===== src/rtl/table_stream_reader.sv =====
// Streams a ROWS x COLS register table out in row-major order over a valid/ready port.
// Optional running checksum on SUM is enabled by defining TABLE_STREAM_READER_SUM_EN.
module table_stream_reader #(
  parameter int unsigned WIDTH = 8,
  parameter int unsigned ROWS  = 4,
  parameter int unsigned COLS  = 4
) (
  input  logic                     CLK,
  input  logic                     RST_N,
  input  logic                     WR_EN,
  input  logic [$clog2(ROWS)-1:0]  WR_ROW,
  input  logic [$clog2(COLS)-1:0]  WR_COL,
  input  logic [WIDTH-1:0]         WR_DATA,
  input  logic                     START,
  output logic                     OUT_VALID,
  input  logic                     OUT_READY,
  output logic [WIDTH-1:0]         OUT_DATA,
  output logic [$clog2(ROWS)-1:0]  OUT_ROW,
  output logic [$clog2(COLS)-1:0]  OUT_COL,
  output logic                     OUT_LAST,
  output logic                     BUSY,
  output logic                     DONE,
  output logic [WIDTH+3:0]         SUM
);

  localparam int unsigned RW = $clog2(ROWS);
  localparam int unsigned CW = $clog2(COLS);
  localparam int unsigned SW = WIDTH + 4;
  localparam logic [RW-1:0] ROW_MAX = RW'(ROWS - 1);
  localparam logic [CW-1:0] COL_MAX = CW'(COLS - 1);

  typedef enum logic [1:0] {
    S_IDLE   = 2'd0,
    S_STREAM = 2'd1,
    S_DONE   = 2'd2
  } state_e;

  state_e           state_q, state_d;
  logic [RW-1:0]    row_q, row_d;
  logic [CW-1:0]    col_q, col_d;
  logic [WIDTH-1:0] data_q, data_d;
  logic             valid_q, valid_d;
  logic             last_q, last_d;
  logic             busy_q, busy_d;
  logic             done_q, done_d;
  logic [WIDTH-1:0] tbl_q [ROWS][COLS];
  logic [WIDTH-1:0] tbl_d [ROWS][COLS];
  logic             handshake;

  assign handshake = valid_q & OUT_READY;

  // Next state, table writes and the registered view of the cursor element
  always_comb begin
    state_d = state_q;
    row_d   = row_q;
    col_d   = col_q;
    data_d  = data_q;
    tbl_d   = tbl_q;
    case (state_q)
      S_IDLE: begin
        if (WR_EN) tbl_d[WR_ROW][WR_COL] = WR_DATA;
        if (START) begin
          state_d = S_STREAM;
          row_d   = '0;
          col_d   = '0;
          // Read through tbl_d so a same-cycle write to (0,0) is what streams first
          data_d  = tbl_d[0][0];
        end
      end
      S_STREAM: begin
        if (handshake) begin
          if (last_q) begin
            state_d = S_DONE;
          end else begin
            if (col_q == COL_MAX) begin
              col_d = '0;
              row_d = row_q + RW'(1);
            end else begin
              col_d = col_q + CW'(1);
            end
            data_d = tbl_q[row_d][col_d];
          end
        end
      end
      S_DONE:  state_d = S_IDLE;
      default: state_d = S_IDLE;
    endcase
    valid_d = (state_d == S_STREAM);
    busy_d  = (state_d == S_STREAM);
    done_d  = (state_d == S_DONE);
    last_d  = (state_d == S_STREAM) && (row_d == ROW_MAX) && (col_d == COL_MAX);
  end

  always_ff @(posedge CLK) begin
    if (!RST_N) begin
      state_q <= S_IDLE;
      row_q   <= '0;
      col_q   <= '0;
      data_q  <= '0;
      valid_q <= 1'b0;
      last_q  <= 1'b0;
      busy_q  <= 1'b0;
      done_q  <= 1'b0;
      for (int r = 0; r < int'(ROWS); r++) begin
        for (int c = 0; c < int'(COLS); c++) begin
          tbl_q[r][c] <= WIDTH'(r * int'(COLS) + c);
        end
      end
    end else begin
      state_q <= state_d;
      row_q   <= row_d;
      col_q   <= col_d;
      data_q  <= data_d;
      valid_q <= valid_d;
      last_q  <= last_d;
      busy_q  <= busy_d;
      done_q  <= done_d;
      tbl_q   <= tbl_d;
    end
  end

`ifdef TABLE_STREAM_READER_SUM_EN
  logic [SW-1:0] sum_q, sum_d;

  // Checksum clears on an accepted START and otherwise holds between handshakes
  always_comb begin
    sum_d = sum_q;
    if ((state_q == S_IDLE) && START) begin
      sum_d = '0;
    end else if (handshake) begin
      sum_d = sum_q + SW'(data_q);
    end
  end

  always_ff @(posedge CLK) begin
    if (!RST_N) begin
      sum_q <= '0;
    end else begin
      sum_q <= sum_d;
    end
  end

  assign SUM = sum_q;
`else
  assign SUM = '0;
`endif

  assign OUT_VALID = valid_q;
  assign OUT_DATA  = data_q;
  assign OUT_ROW   = row_q;
  assign OUT_COL   = col_q;
  assign OUT_LAST  = last_q;
  assign BUSY      = busy_q;
  assign DONE      = done_q;

endmodule


===== config.mk =====
export PLATFORM = sky130hd
export DESIGN_NAME = table_stream_reader
export DESIGN_NICKNAME = d
export VERILOG_FILES = /design/src/rtl/table_stream_reader.sv
export SDC_FILE = /design/constraint.sdc
export NUM_CORES = 1
export LEC_CHECK = 0
export ABC_AREA = 1
export BUFFER_PORTS_ARGS = -buffer_cell sky130_fd_sc_hd__buf_2
export CORE_ASPECT_RATIO = 1.2
export CORE_MARGIN = 1.5
export CORE_UTILIZATION = 45
export DETAILED_ROUTE_END_ITERATION = 7
export HOLD_SLACK_MARGIN = 0.06
export PLACE_DENSITY = 0.61
export RECOVER_POWER = 25
export SLEW_MARGIN = 10
export SYNTH_ARGS = -nofsm -noshare
export SYNTH_HDL_FRONTEND = slang
export SYNTH_SLANG_ARGS = --single-unit

===== constraint.sdc =====
create_clock -name CLK -period 3.08 [get_ports CLK]
set_input_delay 0 -clock CLK [delete_from_list [all_inputs] [get_ports CLK]]
set_output_delay 0 -clock CLK [all_outputs]
set_load 0.02 [all_outputs]

Word-level counts from Yosys, hierarchy flattened
Cells that the tools add are included.
W data, S select, Z words.
- add/sub/neg operators: 2
- order comparisons: 6
- equal/unequal tests: 9
- multiplexer cells: 36
- bitwise operators: 5
- reduce and logical (&&, ||, !) cells: 8
- operators with widths (operator ; count):
    $bwmux W128 ; 1
    $mux W128 ; 1
    $mux W32 ; 3
    $bmux W32 S2 ; 1
    $demux W32 S2 ; 1
    $mux W8 ; 6
    $mux W2 ; 17
    $bmux W8 S2 ; 1
    $demux W8 S2 ; 1
    $pmux W8 S2 ; 1
    $ge A3 B3 Y1 const B ; 4
    $not A2 Y3 ; 4
    $pmux W2 S2 ; 3
    $eq A2 B2 Y1 const B ; 4
    $lt A3 B1 Y1 const B ; 2
    $ne A2 B2 Y1 const B ; 3
    $add A2 B1 Y2 const B ; 2
    $eq A2 B1 Y1 const B ; 2
    $logic_and A1 B1 Y1 ; 4
    $reduce_and A4 Y1 ; 1
    $logic_not A2 Y1 ; 1
    $reduce_and A2 Y1 ; 1
    $reduce_bool A2 Y1 ; 1
    $and A1 B1 Y1 ; 1
- flip-flop bits (word level): 145
- input bits: 17
- output and inout bits: 28
- word-level logic and storage cells: 89

Longest topological paths before layout
Gate-level depths: netlist of run 1.
- word-level depth: 15
- gate-level depth with buffers: 14
- depth with buffers taken out: 12

Worst setup path after synthesis of run 1
No wires, ideal clock.
- path kind: register to register
- from: register col_q[0] (netlist: OUT_COL[0])
- to: register data_q[2] (netlist: OUT_DATA[2])
- setup time: 0.122 ns
- arrival time: 1.659 ns
- required time: 2.958 ns
- path slack: 1.299 ns
- cell stages (with the launch flop): 13
- buffers on the path: 2
- clock period less this slack: 1.781 ns
- path through: dfxtp_1 ha_1 inv_2 nand2_2 buf_6 buf_2 nand3_1 nand3_1 nand3_1 nand3_1 nand3_1 nand2_1 a21oi_2
- word-level cells in the longest chain between the ends: 15
- elaborated cells between the ends (all ways): 21
- classes of those cells: 1 x add/sub; 1 x eq/ne; 17 x mux; 2 x bitwise
- RTL lines (item ; RTL line ; text):
    start, declared ; 40 ; logic [CW-1:0] col_q, col_d;
    start signal, assigned ; 112 ; col_q <= col_d;
    $eq A2 B2 Y1 ; 75 ; if (col_q == COL_MAX) begin
    $mux W2 ; 75 ;
    $mux W2 ; 72 ; if (last_q) begin
    $mux W2 ; 71 ; if (handshake) begin
    $mux W2 ; 59 ; case (state_q)
    $not A2 Y3 (not written as such) ; 81 ; data_d = tbl_q[row_d][col_d];
    $bmux W32 S2 ; 81 ;
    $mux W32 (not written as such) (2 in series) ; 81 ;
    $bmux W8 S2 (*) ; 81 ;
    $mux W8 (not written as such) (*) (2 in series) ; 81 ;
    $mux W8 (*) ; 72 ;
    $mux W8 (*) ; 71 ;
    $pmux W8 S2 (*) ; 59 ;
    end signal, assigned ; 113 ; data_q <= data_d;
    end, declared ; 41 ; logic [WIDTH-1:0] data_q, data_d;
Mark *: on every way between the ends. The rest lies on a longest branch, timed or not. The select of a mux whose other input is x is not followed.
A chain may end at the register's enable or synchronous reset.

==> results of run 1 <==
[worst min-delay path by stage]
stage / from / end / cells after the start
3_5_place_dp: WR_DATA[7] / flip-flop / 3
6_report: WR_ROW[0] / flip-flop / 5
3_3_place_gp: WR_DATA[7] / flip-flop / 3
5_1_grt: WR_ROW[0] / flip-flop / 5
4_1_cts: WR_ROW[0] / flip-flop / 5
2_1_floorplan: WR_DATA[7] / flip-flop / 2
[layer usage]
layer / vias up / share of wire / global-route usage
met1: 3061 / 0.46 / 0.329
li1: 3286 / - / -
met2: 168 / 0.47 / 0.397
met5: - / 0 / 0
met4: 0 / 0.023 / 0.0924
met3: 38 / 0.047 / 0.0542
[critical path, cell delays in order (launching register included)]
cell,delay [ns]
dfxtp_1,0.37
nor2_1,0.78
nand3_4,0.21
nor2_1,0.88
o21ai_0,0.18
a21oi_1,0.16
[metrics by stage]
step	utilization	hold WS, ns	area [µm²]
3_3_place_gp	0.463	0.273	7210
5_1_grt	0.506	0.139	7880
2_1_floorplan	-	0.142	7200
6_report	0.506	0.0928	7880
3_5_place_dp	0.463	0.290	7210
4_1_cts	0.510	0.119	7950
[synthesized netlist by cell type]
cell type	n
a21oi_2	5
o21ai_1	4
ha_1	1
nor3_1	3
conb_1	1
nor3_4	1
nand2_2	6
nand3_4	1
dfxtp_1	145
nor4_2	1
o21ai_0	118
nor2_2	12
inv_4	2
o211ai_1	28
clkinv_2	1
or2_0	2
nand2_1	154
buf_2	24
inv_1	124
nor2_4	6
buf_1	1
o21ai_4	1
buf_6	14
a21oi_1	105
buf_4	21
nor2_1	13
clkbuf_1	25
nor2_8	1
inv_2	1
or2_2	5
nand4_4	1
o22ai_1	1
nand3_1	170
clkinv_1	2
[power groups by stage]
| stage | combinational, mW | clock, mW | sequential, mW |
|---|---|---|---|
| detailed placement | 0.359 | 0 | 1.99 |
| global route | 0.402 | 2.33 | 1.96 |
| global placement | 0.358 | 0 | 1.99 |
| CTS | 0.370 | 2.24 | 1.95 |
| finish | 0.364 | 2.22 | 1.95 |
| floorplan | 0.265 | 0 | 2.00 |
[layout make-up]
cell class,instances,area (µm²)
fillers,1569,7700
multi-input cells,651,3230
flip-flops and latches,145,2900
inverters,130,494
clock buffers,17,425
repair buffers,53,363
well taps,208,260
clock inverters,15,205
[kinds of logic after synthesis]
group,after synthesis
other,1
and+or+nand+nor,376
buffers and inverters,215
AOI/OAI and AO/OA,262
adders and majority gates,1
DFF,145
[timing repair]
action	in CTS	in global routing
hold buffers	10	0
endpoints found under the hold margin	83	0
gates resized for setup	0	0
buffers inserted	0	0
==> flow_summary.json, run 1 <==
{
  "synth_top_cell_by_area": "dfxtp_1",
  "synth.cell_area_um2": 7160,
  "worst_ep_required_time_ns": 3.44,
  "comb_power_share": 0.080,
  "status": "complete, no violations",
  "final_common_cell": "nand3_1",
  "placedCellCount": 1177,
  "r2r-start": "state_q[1]",
  "r2r.worst_path.cells": 5,
  "grt.total_usage": 0.248,
  "finalCritPeriodShare": 0.865,
  "max_cap_violations": 0,
  "synthSimpleGateAreaFrac": 0.252,
  "finalWeightedCongestion": 0.838,
  "drtAntennaViolNets": 0,
  "grt_max_degree": 77,
  "tightestPinTransition_ns": 1.17,
  "max_freq_ghz": 0.375,
  "die_x_um": 118,
  "drtIter0Drc": 566,
  "route.detailed.drc": 0,
  "dp_slack_ns": 0.737,
  "die_y_um": 141,
  "port_buffers": 32,
  "setup_viol": 0,
  "min_period_ns": 2.66,
  "cts_tree": "done",
  "internal_power_mw": 3.40,
  "synth_area_per_cell_um2": 7.16,
  "grt_overflow": 0,
  "hp-class": "primary input to flip-flop",
  "area_delta_synth_final_pct": 10.0,
  "startpoint_type": "flip-flop",
  "synth_top_family_by_area": "simple AND/OR/NAND/NOR gates",
  "path_class": "flip-flop to flip-flop",
  "clkLatencyLatePin_ns": 0.43,
  "cts_buffers": 17,
  "cp_max_fo": 16,
  "stdcell_count": 1219,
  "grt_pass1_vias": 6010,
  "final_hold_viol_count": 0,
  "ys_types": 34,
  "ys_ff_latch": 145,
  "antenna_found_initial": 0,
  "cts_htree_levels": 4,
  "root_buffer": "clkbuf_16",
  "layout_common_cells": "170 x nand3_1, 154 x nand2_1, 145 x dfxtp_1, 124 x inv_1, 118 x o21ai_0",
  "antenna_cells": 0,
  "crit_start": "state_q[1]",
  "post_drt_wl_per_cell_um": 16.5,
  "drt_wl_total_mm": 20.2,
  "clock_sinks": 145,
  "setup_tns_ns": 0,
  "pwr-share-seq": 0.430,
  "io_pins": 45,
  "synth_area_leaders": "dfxtp_1 41%, nand3_1 12%, o21ai_0 8.2%",
  "synth-xor-area-share": 0,
  "clkPwrFrac": 0.489,
  "drive_gt1_frac": 0.0969,
  "totalPowerFinal_mw": 4.54,
  "fin_worst_skew_ns": 0.0104,
  "avgViaCountPerCell": 5.38,
  "final_nets": 1016,
  "grt_pass1_wl_mm": 32.6,
  "drv_slew": 0,
  "firstDrtPassIters": 4,
  "max_slew_margin": 0.220,
  "clk_path_buf_depth": 2,
  "path_clk_slew_ns": 0.07,
  "vias": 6553,
  "core_um2": 15600,
  "p_sw_mw": 1.14,
  "synth_compound_area_frac": 0.197,
  "yosys_warnings": 0,
  "ys_seq_area_frac": 0.405,
  "rsz0062_at_grt": "no",
  "arrival_ns": 3.02,
  "cp-end-kind": "flip-flop",
  "synthCells": 1000,
  "floorplan.initialDensity": 0.460,
  "rows": 50,
  "synthAdderAreaFrac": 0.00175,
  "peakVddDrop_mv": 0.291,
  "p_leak_nw": 3.41,
  "dpl.hpwl_mm": 12.3,
  "powerDensity_nw_per_um2": 576,
  "die-area_um2": 16700,
  "switching_share": 0.251,
  "synthMuxAreaShare": 0,
  "synth_top_area_frac": 0.405,
  "rrSetupSlack_ns": 0.42,
  "fin_ws_ns": 0.416
}
Note: power is estimated with default switching activity, not from simulation.
==> inputs of run 2 (changes only) <==
==> constraint.sdc (replaced) <==
create_clock -name CLK -period 3.41 [get_ports CLK]
set_input_delay 0 -clock CLK [delete_from_list [all_inputs] [get_ports CLK]]
set_output_delay 0 -clock CLK [all_outputs]
set_load 0.02 [all_outputs]
==> flow_summary.json, run 2 (synthesized netlist as in run 1, its figures left out) <==
{
  "drtAntennaViolNets": 0,
  "min_period_ns": 2.57,
  "rows": 50,
  "clkLatencyLatePin_ns": 0.43,
  "holdWs_ns": 0.121,
  "max_slew_margin": -0.00885,
  "cts_resized": 0,
  "startpoint_type": "primary input",
  "postCtsSetupBuffers": 0,
  "final_hold_viol_count": 0,
  "firstDrtPassIters": 5,
  "grt.total_usage": 0.249,
  "ctsHoldBuffers": 11,
  "cp-end-kind": "flip-flop",
  "hp-class": "primary input to flip-flop",
  "stdcell_count": 1218,
  "die_x_um": 118,
  "finalCritPeriodShare": 0.754,
  "status": "finished, violations left",
  "root_buffer": "clkbuf_16",
  "arrival_ns": 2.93,
  "placedCellCount": 1175,
  "p_leak_nw": 3.44,
  "drive_gt1_frac": 0.0980,
  "max_freq_ghz": 0.389,
  "die-area_um2": 16700,
  "grt_pass1_wl_mm": 32.6,
  "setup_viol": 0,
  "multi_input_area_um2": 3260,
  "setup_tns_ns": 0,
  "cts_tree": "done",
  "dpl.hpwl_mm": 12.5,
  "drv_slew": 85,
  "vias": 6453,
  "clk_path_buf_depth": 2,
  "grt_pass1_vias": 6051,
  "fillers": 1568,
  "final-seq-area_um2": 2900,
  "fin_worst_skew_ns": 0.00568,
  "finalWeightedCongestion": 0.838,
  "cts_buffers": 17,
  "route.detailed.drc": 0,
  "path_clk_slew_ns": 0.06,
  "powerDensity_nw_per_um2": 533,
  "rsz0062_at_grt": "no",
  "grt_max_degree": 85,
  "layout_common_cells": "170 x nand3_1, 154 x nand2_1, 145 x dfxtp_1, 124 x inv_1, 118 x o21ai_0",
  "die_y_um": 141,
  "io_pins": 45,
  "tightestPinTransition_ns": 1.51,
  "cp_max_fo": 84,
  "floorplan.initialDensity": 0.460,
  "totalPowerFinal_mw": 4.23,
  "area_delta_synth_final_pct": 10.8,
  "clock_sinks": 145,
  "core_um2": 15600,
  "drtIter0Drc": 507,
  "port_buffers": 32,
  "cts_htree_levels": 4,
  "path_class": "primary input to flip-flop",
  "final_nets": 1015,
  "peakVddDrop_mv": 0.352,
  "avgViaCountPerCell": 5.30,
  "post_drt_wl_per_cell_um": 16.7,
  "grt_overflow": 0,
  "antenna_found_initial": 0,
  "worst_ep_required_time_ns": 3.76,
  "antenna_cells": 0,
  "drt_wl_total_mm": 20.3,
  "max_cap_violations": 1,
  "final_common_cell": "nand3_1",
  "violations": "capacitance limit, slew limit"
}
-- run 2: changes by cell type in the layout (fill, tap and decap cells not counted), moves of 2 or more --
cell | previous run | this run
buf_4 | 9 | 6
bufinv_16 | 4 | 6
nor2_1 | 17 | 15
clkinv_4 | 1 | 3
clkbuf_2 | 0 | 2
inv_6 | 5 | 0
-- run 2: cell type report --
| type | instances | area share |
|---|---|---|
| repair buffers | 52 | 0.0429 |
| well taps | 208 | 0.0328 |
| clock inverters | 14 | 0.0298 |
| flip-flops and latches | 145 | 0.366 |
| clock buffers | 18 | 0.0553 |
| inverters | 130 | 0.0623 |
| multi-input cells | 651 | 0.411 |
-- run 2: path summary, 6_finish.rpt --
kind	startpoint	end	slack, ns	depth (start not counted)
max	RST_N	OUT_DATA[3]	0.84	5
min	WR_COL[1]	flip-flop	0.12	4
max reg2reg	OUT_COL[0]	OUT_DATA[4]	0.93	11
min reg2reg	flip-flop	flip-flop	0.46	2
-- run 2: power by group --
group | internal [mW] | switching (mW)
combinational | 0.0974 | 0.234
sequential | 1.74 | 0.0266
clock | 1.39 | 0.745
-- run 2: critical path, stage by stage --
cell and delay [ns]:
dlygate4sd3_1 0.52, clkbuf_2 0.62, clkbuf_2 1.24, o21ai_0 0.31
a21oi_2 0.21
-- run 2: through the flow --
stage	cell area (µm²)	setup slack (ns)	utilization
final	7940	0.839	0.510
after global routing	7940	0.609	0.510
after CTS	7970	0.951	0.512
after detailed placement	7190	0.966	0.461
after global placement	7190	1.04	0.461
after floorplan	7200	1.63	-
-- run 2: routing by layer --
| layer | share of wire | up-vias | GRT usage |
|---|---|---|---|
| met5 | 0 | - | 0 |
| met4 | 0.025 | 0 | 0.0911 |
| met3 | 0.043 | 34 | 0.0429 |
| met2 | 0.47 | 173 | 0.418 |
| met1 | 0.46 | 2971 | 0.322 |
| li1 | - | 3275 | - |
